==> config.mk <==
export PLATFORM = sky130hd
export DESIGN_NAME = led_scan
export DESIGN_NICKNAME = d
export VERILOG_FILES = /design/src/rtl/led_scan.sv
export SDC_FILE = /design/constraint.sdc
export NUM_CORES = 1
export LEC_CHECK = 0
export CAP_MARGIN = 40
export CELL_PAD_IN_SITES_DETAIL_PLACEMENT = 1
export CELL_PAD_IN_SITES_GLOBAL_PLACEMENT = 2
export CORE_MARGIN = 2
export CORE_UTILIZATION = 40
export CTS_CLUSTER_DIAMETER = 30
export DETAILED_ROUTE_END_ITERATION = 10
export PLACE_DENSITY = 0.95
export SLEW_MARGIN = 20
export SYNTH_ARGS = -nofsm -noshare
export SYNTH_HDL_FRONTEND = slang
export SYNTH_SLANG_ARGS = --single-unit
==> constraint.sdc <==
create_clock -name CLK -period 5.38 [get_ports CLK]
set_input_delay 1.614 -clock CLK [delete_from_list [all_inputs] [get_ports CLK]]
set_output_delay 1.614 -clock CLK [all_outputs]
set_load 0.01 [all_outputs]
==> src/rtl/led_scan.sv <==
// led_scan -- LED pattern sequencer driven by a programmable prescaler.
//
// A DIV_W-bit prescaler counts clocks up to a SPEED-dependent threshold.
// Each time it reaches that threshold, TICK pulses for one clock and the
// pattern takes one step. The available patterns are bounce, rotate left,
// rotate right and blink-all. Changing MODE restarts the chosen pattern
// from its first position.
//
// Parameters
//   NLED   number of LED outputs (2..16)
//   DIV_W  prescaler width; base step period is 2^DIV_W clocks (4..32)
//
// Ports
//   CLK    input            system clock, rising edge
//   RST    input            synchronous active-high reset
//   MODE   input  [1:0]     00 bounce, 01 rotate left, 10 rotate right, 11 blink
//   SPEED  input  [1:0]     step period = 2^(DIV_W-SPEED) clocks
//   PAUSE  input            freezes prescaler and pattern state
//   LED    output [NLED-1:0] LED drive, bit 0 = rightmost
//   TICK   output           one-clock pulse in the cycle a step is taken
module led_scan #(
    parameter int NLED  = 4,
    parameter int DIV_W = 23
) (
    input  logic            CLK,
    input  logic            RST,
    input  logic [1:0]      MODE,
    input  logic [1:0]      SPEED,
    input  logic            PAUSE,
    output logic [NLED-1:0] LED,
    output logic            TICK
);

    localparam int POS_W = (NLED > 1) ? $clog2(NLED) : 1;

    localparam logic [POS_W-1:0] POS_LAST = POS_W'(NLED - 1);
    localparam logic [POS_W-1:0] POS_ONE  = POS_W'(1);
    localparam logic [DIV_W-1:0] CNT_ONE  = DIV_W'(1);

    typedef enum logic [1:0] {
        M_BOUNCE = 2'b00,
        M_ROTL   = 2'b01,
        M_ROTR   = 2'b10,
        M_BLINK  = 2'b11
    } mode_e;

    mode_e            mode_q, mode_d;
    logic [DIV_W-1:0] cnt_q,  cnt_d;
    logic [POS_W-1:0] pos_q,  pos_d;
    logic             dir_q,  dir_d;
    logic             ph_q,   ph_d;
    logic             tick_d;
    logic [DIV_W-1:0] thr;
    logic             mode_chg;

    // Shifting an all-ones word right by SPEED gives 2^(DIV_W-SPEED)-1
    // without ever needing a wider intermediate.
    assign thr      = {DIV_W{1'b1}} >> SPEED;
    assign mode_chg = (MODE != mode_q);

    always_comb begin
        mode_d = mode_q;
        cnt_d  = cnt_q;
        pos_d  = pos_q;
        dir_d  = dir_q;
        ph_d   = ph_q;
        tick_d = 1'b0;

        if (mode_chg) begin
            // A restart wins over any coincident tick, and PAUSE does not block it.
            mode_d = mode_e'(MODE);
            cnt_d  = '0;
            pos_d  = '0;
            dir_d  = 1'b0;
            ph_d   = 1'b0;
        end else if (!PAUSE) begin
            // Using >= here lets a sudden SPEED increase tick at once.
            // Otherwise the counter would wrap through 2^DIV_W first.
            if (cnt_q >= thr) begin
                tick_d = 1'b1;
                cnt_d  = '0;
                unique case (mode_q)
                    M_BOUNCE: begin
                        if (!dir_q) begin
                            if (pos_q == POS_LAST) begin
                                dir_d = 1'b1;
                                pos_d = pos_q - POS_ONE;
                            end else begin
                                pos_d = pos_q + POS_ONE;
                            end
                        end else begin
                            if (pos_q == '0) begin
                                dir_d = 1'b0;
                                pos_d = pos_q + POS_ONE;
                            end else begin
                                pos_d = pos_q - POS_ONE;
                            end
                        end
                    end
                    M_ROTL:  pos_d = (pos_q == POS_LAST) ? '0 : pos_q + POS_ONE;
                    M_ROTR:  pos_d = (pos_q == '0) ? POS_LAST : pos_q - POS_ONE;
                    M_BLINK: ph_d  = ~ph_q;
                    default: ;
                endcase
            end else begin
                cnt_d = cnt_q + CNT_ONE;
            end
        end
    end

    always_ff @(posedge CLK) begin
        if (RST) begin
            mode_q <= M_BOUNCE;
            cnt_q  <= '0;
            pos_q  <= '0;
            dir_q  <= 1'b0;
            ph_q   <= 1'b0;
        end else begin
            mode_q <= mode_d;
            cnt_q  <= cnt_d;
            pos_q  <= pos_d;
            dir_q  <= dir_d;
            ph_q   <= ph_d;
        end
    end

    assign TICK = tick_d & ~RST;

    // LED is decoded only from registered state, so a step shows up the
    // cycle after its TICK.
    always_comb begin
        if (mode_q == M_BLINK) begin
            LED = {NLED{ph_q}};
        end else begin
            LED = {{(NLED-1){1'b0}}, 1'b1} << pos_q;
        end
    end

endmodule

==> metrics, run 1 <==
clock tree from TritonCTS=yes; most used cells in the layout excluding fill and tap cells=dfxtp_1, nand2_1, xor2_1, ha_1; number of placed instances, taps included=248; die span in y=69.96 um; post-CTS setup-driven buffer insertion count=0; placement-stage worst setup slack=-0.1215 ns; leakage power total=0.7522 nW; Pwr Density=214.3 nW/um2; final RePlAce weighted congestion=0.7737; classification of the worst-slack hold path=flip-flop to flip-flop; wire length per cell=13.87 um; TritonCTS sink count=29; critical path endpoint category=output port; Worst Setup Slack, final=0.1652 ns; Max VDD drop=0.1494 mV; cts-stage hold buffer count=0; via count of the routed design=1309; sequential element share of the synthesized area=33.36%; Iter 0 DRT Violations=19; maximum fanout along the worst path=2; starting utilization of the core area=42.59%; number of enable-type register cells in the synthesized netlist=0; top achievable clock speed=191.8 MHz; hpwl dp=2811 um; number of placement rows=23; number of ports placed on the die boundary=12; number of antenna violations at the first check in global routing=0; count of endpoints failing setup in the final report=0; final routed DRC violation total=0; Post-DRT Antenna Nets=0; final slew viol count=0; fillcell total=490; cts bufs inserted=5; first-pass detailed-route iteration total=4; Via-to-Cell Ratio=5.133; most common cell after layout, fill and taps aside=dfxtp_1; synthesis-stage register bit count=29; number of global-route vias before repair=1397; worst path arrival time=3.60 ns; largest net degree at the start of global routing=24; core occupancy in the finished layout=48.87%; post-layout instance count excluding filler cells=255; max capacitance violation total=0; Cell variety after synth=38; crit share post-route=96.93%; Worst-Skew Late Latency=0.28 ns; Core ar.=4086 um2; H-tree levels=2; worst-case clock skew=0.004317 ns; Power, Total=0.4280 mW; x dimension of the die=69.96 um; RSZ-0062 raised after global routing=false; area of combinational cells with multiple inputs=1080 um2; ys flop type=dfxtp_1; growth of design area from synthesis to finish=14.74%; post-cts repair resize count=1; clock tree root driver cell=clkbuf_8; critical path type=primary input to output port; die area=4894 um2; startpoint class of the critical path=primary input; GRT Residual Overflow=0; Mapped Nets=205; layout cell share with drive strength beyond 1=19.02%; number of buffers added on ports=11; count of warnings emitted by yosys=0; register cell area after layout=580.6 um2; total detailed-routing wirelength=3538 um; first-pass GRT wire length=6223 um; Clk pin slew, worst setup/hold paths=0.06 ns; area of the mapped netlist=1740 um2; run status=finished, final reports clean; shortest clock period the worst path allows after layout=5.215 ns; data required time of the critical path=3.77 ns; syn avg cell area=9.408 um2; transition time at the pin with the least slew margin=0.5306 ns; Global Route Usage Sum=15.83%; endpoints failing hold=0; number of antenna cells inserted=0; fraction of registers with async set/reset=0%; Max Root-Sink Buffers=2; post-synthesis instance total=185; Final Net Count=225; worst max-slew margin expressed relative to the limit=64.36%
[worst max-delay path, cell delays in order]
cell and delay, ns:
clkdlybuf4s50_1 0.41, or2_2 0.31, ha_1 0.30, nand3_1 0.08, nor3_1 0.18, and4_4 0.24, nor2_1 0.06, nor2b_1 0.12
dlygate4sd2_1 0.28
[power by group]
| group | switching, mW | internal (mW) |
|---|---|---|
| clock network | 0.0791 | 0.101 |
| logic | 0.0169 | 0.0133 |
| registers | 0.00151 | 0.216 |
[cell families after synthesis]
logic type / synth area share (%)
multiplexers: 3.595
buffers and inverters: 4.601
adder cells (fa/ha/maj): 9.346
XOR/XNOR: 12.08
AO/OA/AOI/OAI: 5.105
flip-flops: 33.36
AND/OR/NAND/NOR: 31.92
[synth_stat cells (3+ instances only)]
master	n	area share, %
ha_1	13	9.3
a21oi_1	3	0.86
xnor2_1	7	3.5
nand2_1	19	4.1
inv_1	9	1.9
mux2i_1	4	2.3
dfxtp_1	29	33
nand3_1	7	2.0
and4_1	4	2.0
nand4_1	4	1.4
nor2_4	10	6.5
o21ai_0	7	2.0
nor2b_1	3	1.1
xor2_1	17	8.6
nor3_1	4	1.2
nor2_1	9	1.9
nor2_2	10	3.6
[registers in the layout (all words and copies together) (netlist names)]
name and cells:
dir_q 1, mode_q 2, cnt_q 23, ph_q 1, pos_q 2
[per-layer routing]
metal | wire (um) | GRT usage, % | part of all wire [%] | up-vias
met3 | 91 | 3.896 | 2.6 | 9
met4 | 65 | 6.410 | 1.8 | 0
li1 | - | - | - | 658
met5 | 0 | 0 | 0 | -
met2 | 1902 | 28.68 | 54 | 12
met1 | 1478 | 17.56 | 42 | 630
[worst paths after layout]
check	startpoint	to	slack, ns	cells past startpoint
worst max-delay path	SPEED[0]	TICK	0.17	9
worst min-delay path	ph_q	ph_q	0.48	2
worst min register to register	ph_q	ph_q	0.48	2
worst max register to register	cnt_q[8]	cnt_q[6]	3.22	7
[layout make-up]
cell class | count | area share [%]
sequential | 29 | 29.07
timing repair buffer | 17 | 7.707
clock buffer | 7 | 4.323
multi-input combinational | 143 | 54.07
inverter | 9 | 1.692
tap | 50 | 3.133
[per-stage QoR]
stage / hold slack [ns] / instance area [um2] / setup TNS (ns)
after floorplan: 0.4462 / 1740 / 0
after global placement: 0.4593 / 1912 / -0.07722
after detailed placement: 0.4711 / 1912 / -0.1215
after CTS: 0.4814 / 1997 / 0
after global routing: 0.5187 / 1997 / 0
final: 0.4753 / 1997 / 0
Note: power is estimated with default switching activity, not from simulation.
==> inputs of run 2 (changes only) <==
CORE_MARGIN = not set   (was 2)
GPL_TIMING_DRIVEN = 1   (was not set)
==> run 2 against run 1 <==
Against the previous run: register-to-register slack lost 0.07 ns; clock power shrank 2%; global-route usage grew 2.5 points; maximum frequency shrank 0.53%.
==> metrics, run 2 (same netlist as run 1, synthesis figures left out) <==
TritonCTS sink count=29; post-CTS setup-driven buffer insertion count=0; GRT Residual Overflow=0; Max VDD drop=0.1283 mV; via count of the routed design=1301; layout cell share with drive strength beyond 1=19.02%; Logic pwr share=7.2%; first-pass GRT wire length=6210 um; placement-stage worst setup slack=-0.1477 ns; worst path arrival time=3.63 ns; Clk pin slew, worst setup/hold paths=0.06 ns; number of global-route vias before repair=1431; Max stage delay on crit path=0.42 ns; number of placed instances, taps included=248; number of ports placed on the die boundary=12; transition time at the pin with the least slew margin=0.5852 ns; final RePlAce weighted congestion=0.7339; most common cell after layout, fill and taps aside=dfxtp_1; clock tree from TritonCTS=yes; top achievable clock speed=190.8 MHz; H-tree levels=2; largest registers in the final layout=cnt_q: 23 flops, mode_q: 2 flops, pos_q: 2 flops; starting utilization of the core area=42.59%; critical path endpoint category=output port; total detailed-routing wirelength=3490 um; shortest clock period the worst path allows after layout=5.242 ns; Max Root-Sink Buffers=2; largest net degree at the start of global routing=24; Internal=0.3304 mW; number of buffers added on ports=11; max capacitance violation total=0; classification of the worst-slack hold path=flip-flop to flip-flop; clock tree root driver cell=clkbuf_8; worst max-slew margin expressed relative to the limit=60.69%; die span in y=67.96 um; Worst path slowest cell=clkdlybuf4s50_1; switching share of power=21.99%; cells traversed along the worst timing path=clkdlybuf4s50_1 > or2_2 > ha_1 > nand3_1 > nor3_1 > and4_4 > nor2_1 > nor2b_1 > dlygate4sd2_1; Most flops, register=cnt_q; cts bufs inserted=5; critical path type=primary input to output port; maximum fanout along the worst path=2; clock share of power=41.4%; x dimension of the die=67.96 um; Global Route Usage Sum=18.32%; data required time of the critical path=3.77 ns; die area=4619 um2; hpwl dp=2677 um; Final Net Count=225; final routed DRC violation total=0; growth of design area from synthesis to finish=14.74%; crit share post-route=97.44%; core occupancy in the finished layout=48.87%; Iter 0 DRT Violations=51; run status=finished, final reports clean; first-pass detailed-route iteration total=4; post-layout instance count excluding filler cells=255; most used cells in the layout excluding fill and tap cells=dfxtp_1, nand2_1, xor2_1, ha_1; worst-case clock skew=0.004297 ns; final slew viol count=0; max FFs per register=23; count of endpoints failing setup in the final report=0; number of antenna violations at the first check in global routing=0; RSZ-0062 raised after global routing=false; Worst-Skew Late Latency=0.27 ns; wire length per cell=13.69 um; number of placement rows=23; Power, Total=0.4236 mW; startpoint class of the critical path=primary input; Worst Hold Launch=ph_q; net switching power of the design=0.09317 mW; endpoints failing hold=0; leakage power total=0.7522 nW; relative contribution of sequential cells to total power=51.4%; number of antenna cells inserted=0; Core ar.=4086 um2; FF-to-FF Start=cnt_q[8]; Worst Setup Slack, final=0.1375 ns; Post-DRT Antenna Nets=0; critical path startpoint=SPEED[0]; Pwr Density=212.1 nW/um2; Via-to-Cell Ratio=5.102
run 2: cell counts in the layout (fill, tap and decap cells not counted):
No cell type changed its count.
run 2: repair_timing:
item,in CTS,in global routing
endpoints found under the setup margin,1,0
gates resized for setup,1,0
hold buffers,0,0
run 2: critical path, delay by kind of cell:
| family | cells | cell delay [ns] |
|---|---|---|
| buffers and inverters | 2 | 0.70 |
| adder cells (fa/ha/maj) | 1 | 0.30 |
| AND/OR/NAND/NOR | 6 | 1.01 |
run 2: worst paths after layout:
kind              end  slack (ns)  cells after the start
max              TICK        0.14                      9
min              ph_q        0.49                      2
max reg2reg  cnt_q[6]        3.15                      7
min reg2reg      ph_q        0.49                      2
run 2: final cells by class:
class,instances,area (um2)
Sequential cell,29,580.6
Tap cell,50,62.56
Clock buffer,7,86.33
Inverter,9,33.78
Fill cell,481,2090
Multi-Input combinational cell,143,1080
Timing Repair Buffer,17,153.9
run 2: metrics by stage:
step	instance area (um2)	hold WS, ns	TNS [ns]
floorplan	1740	0.4462	0
global placement	1912	0.4591	-0.07343
detailed placement	1912	0.4728	-0.1477
CTS	1997	0.4858	0
global route	1997	0.5248	0
finish	1997	0.4853	0
run 2: power groups by stage:
stage / Clock [mW] / Combinational, mW / Sequential, mW
after floorplan: 0 / 0.0222 / 0.222
after global placement: 0 / 0.0287 / 0.222
after detailed placement: 0 / 0.0305 / 0.222
after CTS: 0.182 / 0.0309 / 0.218
after global routing: 0.193 / 0.0335 / 0.218
final: 0.176 / 0.0305 / 0.218
run 2: metal layers:
layer,part of all wire (%),wire length [um],up-vias,global-route usage [%]
met2,51,1795,16,32.48
met1,44,1544,622,20.59
met5,0,0,-,0
met3,2.5,86,8,5.000
li1,-,-,655,-
met4,1.8,63,0,7.031
